`src/rtl/iigs_pkg.sv`:
```
// Shared shadowing constants, drain FSM encoding and queue entry type
// for the IIgs fast-to-slow RAM shadow write path.
package iigs_pkg;

    localparam int SH_TXT1 = 0;
    localparam int SH_HGR1 = 1;
    localparam int SH_HGR2 = 2;
    localparam int SH_SHR  = 3;
    localparam int SH_AUX  = 4;
    localparam int SH_TXT2 = 5;

    localparam logic [15:0] TXT1_LO = 16'h0400;
    localparam logic [15:0] TXT1_HI = 16'h07FF;
    localparam logic [15:0] TXT2_LO = 16'h0800;
    localparam logic [15:0] TXT2_HI = 16'h0BFF;
    localparam logic [15:0] HGR1_LO = 16'h2000;
    localparam logic [15:0] HGR1_HI = 16'h3FFF;
    localparam logic [15:0] HGR2_LO = 16'h4000;
    localparam logic [15:0] HGR2_HI = 16'h5FFF;
    localparam logic [15:0] SHR_LO  = 16'h2000;
    localparam logic [15:0] SHR_HI  = 16'h9FFF;

    localparam logic [7:0] BANK_FAST0 = 8'h00;
    localparam logic [7:0] BANK_FAST1 = 8'h01;
    localparam logic [7:0] BANK_SLOW0 = 8'hE0;
    localparam logic [7:0] BANK_SLOW1 = 8'hE1;

    typedef enum logic [1:0] {
        ST_IDLE  = 2'd0,
        ST_PEND  = 2'd1,
        ST_WRITE = 2'd2
    } drain_state_t;

    typedef struct packed {
        logic        bank0;
        logic [15:0] addr;
        logic [7:0]  data;
    } shadow_entry_t;

    function automatic logic in_range(
        input logic [15:0] a,
        input logic [15:0] lo,
        input logic [15:0] hi
    );
        return (a >= lo) && (a <= hi);
    endfunction

    // Any uninhibited region covering the address makes it a shadow hit;
    // bit 4 only masks the hi-res regions of bank 01.
    function automatic logic shadowed(
        input logic        bank0,
        input logic [15:0] a,
        input logic [7:0]  sh
    );
        logic aux_inh;
        aux_inh = bank0 & sh[SH_AUX];
        return (in_range(a, TXT1_LO, TXT1_HI) & ~sh[SH_TXT1])
             | (in_range(a, TXT2_LO, TXT2_HI) & ~sh[SH_TXT2])
             | (in_range(a, HGR1_LO, HGR1_HI) & ~sh[SH_HGR1] & ~aux_inh)
             | (in_range(a, HGR2_LO, HGR2_HI) & ~sh[SH_HGR2] & ~aux_inh)
             | (bank0 & in_range(a, SHR_LO, SHR_HI) & ~sh[SH_SHR]);
    endfunction

endpackage

```
`src/rtl/shadow_fifo.sv`:
```
// Synchronous FIFO of pending shadow writes.
// Pointers wrap modulo DEPTH; level is the registered occupancy.
module shadow_fifo
    import iigs_pkg::*;
#(
    parameter int DEPTH = 4,
    localparam int AW = $clog2(DEPTH)
) (
    input  logic          clk_sys,
    input  logic          reset,
    input  logic          push,
    input  logic          pop,
    input  shadow_entry_t wdata,
    output shadow_entry_t rdata,
    output logic          full,
    output logic          empty,
    output logic [AW:0]   level
);

    shadow_entry_t mem [DEPTH];
    logic [AW-1:0] wptr;
    logic [AW-1:0] rptr;
    logic          do_push;
    logic          do_pop;

    assign full    = (level == (AW+1)'(DEPTH));
    assign empty   = (level == '0);
    assign do_push = push & ~full;
    assign do_pop  = pop & ~empty;
    assign rdata   = mem[rptr];

    always_ff @(posedge clk_sys) begin
        if (do_push) begin
            mem[wptr] <= wdata;
        end
    end

    always_ff @(posedge clk_sys) begin
        if (reset) begin
            wptr  <= '0;
            rptr  <= '0;
            level <= '0;
        end else begin
            if (do_push) begin
                wptr <= wptr + 1'b1;
            end
            if (do_pop) begin
                rptr <= rptr + 1'b1;
            end
            unique case ({do_push, do_pop})
                2'b10:   level <= level + 1'b1;
                2'b01:   level <= level - 1'b1;
                default: level <= level;
            endcase
        end
    end

endmodule

```
`src/rtl/shadow_ctrl.sv`:
```
// Queues CPU writes to shadowed bank 00/01 regions and replays them
// to slow RAM at the 1MHz rate, stalling the CPU when ordering demands.
module shadow_ctrl
    import iigs_pkg::*;
#(
    parameter int DEPTH = 4
) (
    input  logic                   clk_sys,
    input  logic                   reset,
    input  logic                   slow_ce,
    input  logic                   cpu_ce,
    input  logic [7:0]             bank,
    input  logic [15:0]            addr,
    input  logic [7:0]             dout,
    input  logic                   we,
    input  logic [7:0]             shadow_reg,
    output logic                   stall,
    output logic [16:0]            sr_addr,
    output logic [7:0]             sr_din,
    output logic                   sr_wr,
    output logic [$clog2(DEPTH):0] q_level
);

    drain_state_t  state;
    shadow_entry_t wentry;
    shadow_entry_t head;
    logic          fast_bank;
    logic          slow_bank;
    logic          hit;
    logic          full;
    logic          empty;
    logic          push;
    logic          pop;

    assign fast_bank = (bank == BANK_FAST0) || (bank == BANK_FAST1);
    assign slow_bank = (bank == BANK_SLOW0) || (bank == BANK_SLOW1);
    assign hit = cpu_ce & we & fast_bank
               & shadowed(bank[0], addr, shadow_reg);

    assign push = hit & ~full;
    assign pop  = (state == ST_PEND) & slow_ce & ~empty;

    // Direct slow-bank accesses wait until every queued write has landed.
    assign stall = (hit & full) | (cpu_ce & slow_bank & ~empty);

    assign wentry = '{bank0: bank[0], addr: addr, data: dout};

    shadow_fifo #(
        .DEPTH (DEPTH)
    ) u_fifo (
        .clk_sys (clk_sys),
        .reset   (reset),
        .push    (push),
        .pop     (pop),
        .wdata   (wentry),
        .rdata   (head),
        .full    (full),
        .empty   (empty),
        .level   (q_level)
    );

    always_ff @(posedge clk_sys) begin
        if (reset) begin
            state   <= ST_IDLE;
            sr_wr   <= 1'b0;
            sr_addr <= '0;
            sr_din  <= '0;
        end else begin
            sr_wr <= 1'b0;
            unique case (state)
                ST_IDLE: begin
                    if (push) begin
                        state <= ST_PEND;
                    end
                end
                ST_PEND: begin
                    if (slow_ce) begin
                        sr_wr   <= 1'b1;
                        sr_addr <= {head.bank0, head.addr};
                        sr_din  <= head.data;
                        state   <= ST_WRITE;
                    end
                end
                ST_WRITE: begin
                    state <= ((q_level != '0) || push) ? ST_PEND : ST_IDLE;
                end
                default: state <= ST_IDLE;
            endcase
        end
    end

endmodule

```
`config.mk`:
```
export PLATFORM = sky130hd
export DESIGN_NAME = shadow_ctrl
export DESIGN_NICKNAME = d
export VERILOG_FILES = /design/src/rtl/iigs_pkg.sv /design/src/rtl/shadow_fifo.sv /design/src/rtl/shadow_ctrl.sv
export SDC_FILE = /design/constraint.sdc
export NUM_CORES = 1
export LEC_CHECK = 0
export CORE_UTILIZATION = 50
export DETAILED_ROUTE_END_ITERATION = 16
export GPL_ROUTABILITY_DRIVEN = 0
export PLACE_DENSITY = 0.72
export RECOVER_POWER = 100
export SYNTH_ARGS = -nofsm -noshare
export SYNTH_HDL_FRONTEND = slang
export SYNTH_SLANG_ARGS = --single-unit
```
`constraint.sdc`:
```
create_clock -name clk_sys -period 3.54 [get_ports clk_sys]
set_clock_uncertainty 0.2 [all_clocks]
set_input_delay 0.354 -clock clk_sys [delete_from_list [all_inputs] [get_ports clk_sys]]
set_output_delay 0.354 -clock clk_sys [all_outputs]
set_load 0.03 [all_outputs]
```
; ---- After elaboration in Yosys (flattened, before gate mapping)
; Memory sizes are Yosys's and may differ from the RTL's. A register that Yosys moved wholly into a read port is not among the register bits.
; Cells that the tools add are included.
[word_totals]
reg_bits = 10
mem_bits_rw = 100
inputBits = 45
out_inout_bits = 30
elab_cells = 87
mem_count = 1
[memory_table]
columns = name, depth, word_bits, read_ports, rd_ports_with_merged_regs, write_ports, line
row1 = u_fifo.mem, 4, 25, 1, 1, 1, shadow_fifo.sv:20  ; shadow_entry_t mem [DEPTH];
[classes]
add_sub_neg = 4
n_lt_le_gt_ge = 9
eq_ne = 10
n_mux = 8
n_bitwise = 34
n_reduce_logical = 16
[ops]
columns = operator, count
row1 = AND 1 bit, 20
row2 = == test 8 bit (second input constant), 2
row3 = greater-or-equal comparator 16 x 11 -> 1 bit (second input constant), 1
row4 = greater-or-equal comparator 16 x 12 -> 1 bit (second input constant), 1
row5 = greater-or-equal comparator 16 x 14 -> 1 bit (second input constant), 1
row6 = greater-or-equal comparator 16 x 15 -> 1 bit (second input constant), 1
row7 = less-or-equal comparator 16 x 11 -> 1 bit (second input constant), 1
row8 = less-or-equal comparator 16 x 12 -> 1 bit (second input constant), 1
row9 = less-or-equal comparator 16 x 14 -> 1 bit (second input constant), 1
row10 = less-or-equal comparator 16 x 15 -> 1 bit (second input constant), 1
row11 = less-or-equal comparator 16 bit (second input constant), 1
row12 = inverter 1 bit, 9
row13 = == test 8 x 1 -> 1 bit (second input constant), 1
row14 = logical NOT 8 bit, 1
row15 = case mux 2 bit (3 select lines), 1
row16 = case mux 3 bit (2 select lines), 1
row17 = logical AND 1 bit, 5
row18 = OR 1 bit, 5
row19 = adder 2 x 1 -> 2 bit (second input constant), 2
row20 = == test 2 x 1 -> 1 bit (second input constant), 2
row21 = == test 2 bit (second input constant), 2
row22 = 2-to-1 mux 1 bit, 4
row23 = 2-to-1 mux 2 bit, 2
row24 = != test 2 bit (second input constant), 2
row25 = other kinds (10), 13

; ---- Logic depth before layout (Yosys ltp)
[depth]
word_depth = 12
mapped_depth = 10
depth_no_buf = 10

; ---- Hierarchy
; Synthesis repeated with hierarchy kept, for this count alone.
[hier_totals]
hier_cells = 329
hier_area_um2 = 5250.0
[modules_own_cells]
columns = module, n_inst, cells_each, area_per_inst_um2, seq_area_each_um2
row1 = shadow_fifo, 1, 185, 4139.0, 3183.1
row2 = shadow_ctrl, 1, 144, 1111.1, 560.5

; ---- Worst setup path before layout
; Ideal clock, no wire load.
[synth_path]
kind = input port to flip-flop
from = in bank[1]
to = mem u_fifo.mem[1][0] in the netlist's numbering, enable pin
setup_ns = 0.384
arrival_time_ns = 2.318
required_time_ns = 2.956
slack_ns = 0.638
path_stages = 4
path_buffers = 0
cell_sequence = or4b_4 -> or3_4 -> a311oi_4 -> and2_1
[synth_via]
elab_chain_cells = 8
elab_cells_between_ends = 9
classes_between = 1 x eq/ne / 2 x mux / 4 x bitwise / 2 x reduce/logical
[synth_rtl]
columns = item, line
row1 = start: declaration, shadow_ctrl.sv:12  ; input logic [7:0] bank,
row2 = == test 8 x 1 -> 1 bit / logical NOT 8 bit (equally long branches), shadow_ctrl.sv:35  ; assign fast_bank = (bank == BANK_FAST0) || (bank == BANK_FAST1);
row3 = logical OR 1 bit *, shadow_ctrl.sv:35
row4 = AND 1 bit *, shadow_ctrl.sv:37  ; assign hit = cpu_ce & we & fast_bank
row5 = AND 1 bit *, shadow_ctrl.sv:38  ; & shadowed(bank[0], addr, shadow_reg);
row6 = AND 1 bit *, shadow_ctrl.sv:40  ; assign push = hit & ~full;
row7 = AND 1 bit *, shadow_fifo.sv:28  ; assign do_push = push & ~full;
row8 = 2-to-1 mux 1 bit *, shadow_fifo.sv:33  ; if (do_push) begin
row9 = 2-to-1 mux 1 bit (not written as such) *, shadow_fifo.sv:34  ; mem[wptr] <= wdata;
row10 = end: declaration, shadow_fifo.sv:20
; Mark *: on every way between the ends. The rest lies on a longest branch, timed or not.

; ---- Worst setup path in the final report
[layout_path]
from = in bank[1]
to = out stall
[layout_via]
elab_chain_cells = 6
elab_cells_between_ends = 12
classes_between = 3 x eq/ne / 6 x bitwise / 3 x reduce/logical
[layout_rtl]
columns = item, line
row1 = == test 8 x 1 -> 1 bit / logical NOT 8 bit (equally long branches), shadow_ctrl.sv:35
row2 = logical OR 1 bit, shadow_ctrl.sv:35
row3 = AND 1 bit, shadow_ctrl.sv:37
row4 = AND 1 bit, shadow_ctrl.sv:38
row5 = AND 1 bit, shadow_ctrl.sv:44  ; assign stall = (hit & full) | (cpu_ce & slow_bank & ~empty);
row6 = OR 1 bit *, shadow_ctrl.sv:44
row7 = end: declaration, shadow_ctrl.sv:17  ; output logic stall,
; Marked as above.

==> results.toml <==
[clocking]
path_clk_slew_ns = 0.06
cts_resized = 0
cts_hold_repair.buffers = 0
cts_root_buffer = "clkbuf_8"
postCtsSetupRepairBufs = 0
clkSinkCount = 135
insertion_delay_ns = 0.51
cts_buffers = 17
cts_tree = "yes"
cts_max_level = 4
clock_path_buffers = 2

[sta]
rsz0062_at_grt = "false"
fin_setup_tns_ns = 0
slew_viol_final = 28
min_period_ns = 3.29
worst_slew_pin_slew_ns = 1.91
max_freq_mhz = 304
setup_viol = 0
post-route-period-util_pct = 93.0
worst_slew_margin_rel_pct = -27.4
hold_viol = 0

[grt]
track_usage_pct = 21.5
grt_max_degree = 29
grt_remaining_overflow = 0
grt_pass1_wl_mm = 16.0
antenna_found_initial = 1
grt_pass1_vias = 3070

[power_and_ir_drop]
swShare_pct = 19.7
p_leak_nw = 2.22
switchingPower_mw = 0.696
share_comb_of_total_power_pct = 2.1
irDropWorstVdd_mv = 0.377
power_density_mw_per_mm2 = 534
seqPwrFrac_pct = 48.1
power.share.clock_pct = 49.9
intPower_mw = 2.83

[route]
vias = 2944
wirelength_mm = 10.2
first_pass_iters = 4
viasPerCell = 5.33
drc = 0
wl_per_cell_um = 18.5
drt_iter0_markers = 92
postRouteAntennaNets = 0

[layout]
fin_cells = 552
area_growth_pct = 29.1
nets = 456
finalInstanceArea_mm2 = 0.00661
drive_above_1_share_pct = 16.5

[critical_path]
startpoint_type = "primary input"
rrSetupSlack_ns = 0.69
r2r_start = "u_fifo.level[0]"
critPathKind = "primary input to output port"
crit_required_ns = 2.99
startpoint = "bank[1]"
worst-path-max-fanout = 2
cp-end-kind = "output port"
crit_path_end = "stall"
rr_worst_depth = 6
cp.arrival_ns = 2.74
r2r-end = "u_fifo.mem[3][20]"

[synth]
syn-num-nets = 368
syn_area_mm2 = 0.00512
ys_warn_count = 0
synth.avg_cell_area_um2 = 16.2
synth_seq_cells = 135
synth_area_leaders = "edfxtp_1, dfxtp_1, mux4_2"
yosysSeqAreaShare_pct = 72.3
netlist.area_leader.share_pct = 58.6
synthCells = 317
yosysTopAreaCell = "edfxtp_1"
ys_types = 36

[floorplan]
row_count = 36
die-area_mm2 = 0.0107
io_pins = 75
core_area_mm2 = 0.00986
die_w_um = 103
initial_core_util_pct = 51.9
die_y_um = 103

[placed_design]
hpwl_mm = 6.48
port_buffers = 72
dp_cells = 519
placed_area_mm2 = 0.00607

[run_status]
violations = "max-capacitance violations, max-slew violations"
status = "finished with violations"

[flow_run]
drv_cap = 1

[worst_hold_path]
worstHoldPathType = "flop to flop"
worst min path at each step:
stage	cells past startpoint	slack [ns]	start	to
floorplan	0	0.25	dout[0]	u_fifo.mem[0][0]
global placement	2	0.24	sr_addr[8]	sr_addr[8]
detailed placement	2	0.25	sr_addr[9]	sr_addr[9]
CTS	2	0.25	sr_addr[9]	sr_addr[9]
global route	2	0.27	sr_addr[9]	sr_addr[9]
finish	2	0.25	sr_addr[9]	sr_addr[9]
cells by family after synthesis:
logic type / Yosys count / synth area share [%]
XOR/XNOR: 4 / 0.684
AO/OA/AOI/OAI: 37 / 4.23
adder cells (fa/ha/maj): 6 / 1.61
AND/OR/NAND/NOR: 85 / 7.92
flip-flops: 135 / 72.3
buffers and inverters: 23 / 1.76
multiplexers: 27 / 11.5
cell type report:
cell class                 instances  area, um^2
clock buffer                      18         428
clock inverter                    14         171
tap                              133         166
multi-input combinational        159        1320
timing repair buffer              85         791
sequential                       135        3700
antenna                            1        2.50
fill                             663        3250
inverter                           7        26.3
sequential cells by signal, summed over array words and instances, names as in the netlist:
name          count
sr_wr             1
sr_addr          17
state             2
u_fifo.rptr       2
u_fifo.level      3
sr_din            8
u_fifo.mem      100
u_fifo.wptr       2
routing by layer:
| layer | up-vias | track usage [%] | wire (um) |
|---|---|---|---|
| li1 | 1381 | - | - |
| met1 | 1482 | 27.1 | 4510 |
| met2 | 77 | 36.2 | 5220 |
| met3 | 4 | 6.25 | 425 |
| met4 | 0 | 6.72 | 42 |
| met5 | - | 0 | 0 |
worst max-delay path, stage by stage:
cell             delay, ns
clkdlybuf4s50_1       0.40
or4b_4                0.54
or3_4                 0.40
a31oi_1               0.18
a21o_1                0.13
dlygate4sd3_1         0.74
cells in the final DEF (no fill, tap or decap), types with 6 or more instances in the layout:
master | netlist | layout
edfxtp_1 | 100 | 100
dlygate4sd3_1 | 0 | 56
nand2_1 | 52 | 52
dfxtp_1 | 35 | 35
a21oi_1 | 28 | 28
mux4_2 | 25 | 25
clkbuf_16 | 0 | 16
clkdlybuf4s50_1 | 0 | 16
nor2_1 | 10 | 10
inv_1 | 7 | 7
clkbuf_1 | 12 | 6
metrics by stage:
step | hold slack, ns | power, mW | worst slack [ns] | utilization (%)
2_1_floorplan | 0.253 | 1.74 | 0.638 | -
3_3_place_gp | 0.241 | 1.81 | 0.273 | 61.5
3_5_place_dp | 0.246 | 1.81 | 0.188 | 61.5
4_1_cts | 0.254 | 3.57 | 0.308 | 67.6
5_1_grt | 0.266 | 3.63 | 0.158 | 67.0
6_report | 0.249 | 3.53 | 0.248 | 67.0
synth_stat cells:
cell and count:
edfxtp_1 100, nand2_1 52, dfxtp_1 35, a21oi_1 28, mux4_2 25, clkbuf_1 12
nor2_1 10, inv_1 7, ha_1 5, nor3b_1 5, o21ai_0 5, buf_2 3
and2_1 2, and2_2 2, nor4_1 2, or3_1 2, xnor2_1 2, xor2_1 2
a21o_1 1, a311oi_4 1, a31oi_1 1, and3_1 1, and3b_1 1, buf_1 1
fa_1 1, mux2_4 1, mux2i_1 1, nand3_1 1, nand3b_1 1, nand4b_1 1
nor2b_1 1, nor3_1 1, o311a_2 1, or3_4 1, or4b_1 1, or4b_4 1
power by group through the flow:
| stage | clock (mW) | combinational (mW) | sequential (mW) |
|---|---|---|---|
| after global placement | 0 | 0.0775 | 1.73 |
| after detailed placement | 0 | 0.0804 | 1.73 |
| after floorplan | 0 | 0.0118 | 1.73 |
| after CTS | 1.79 | 0.0811 | 1.70 |
| final | 1.76 | 0.0739 | 1.70 |
| after global routing | 1.86 | 0.0799 | 1.70 |
No activity file was read; power rests on OpenSTA's default activity.
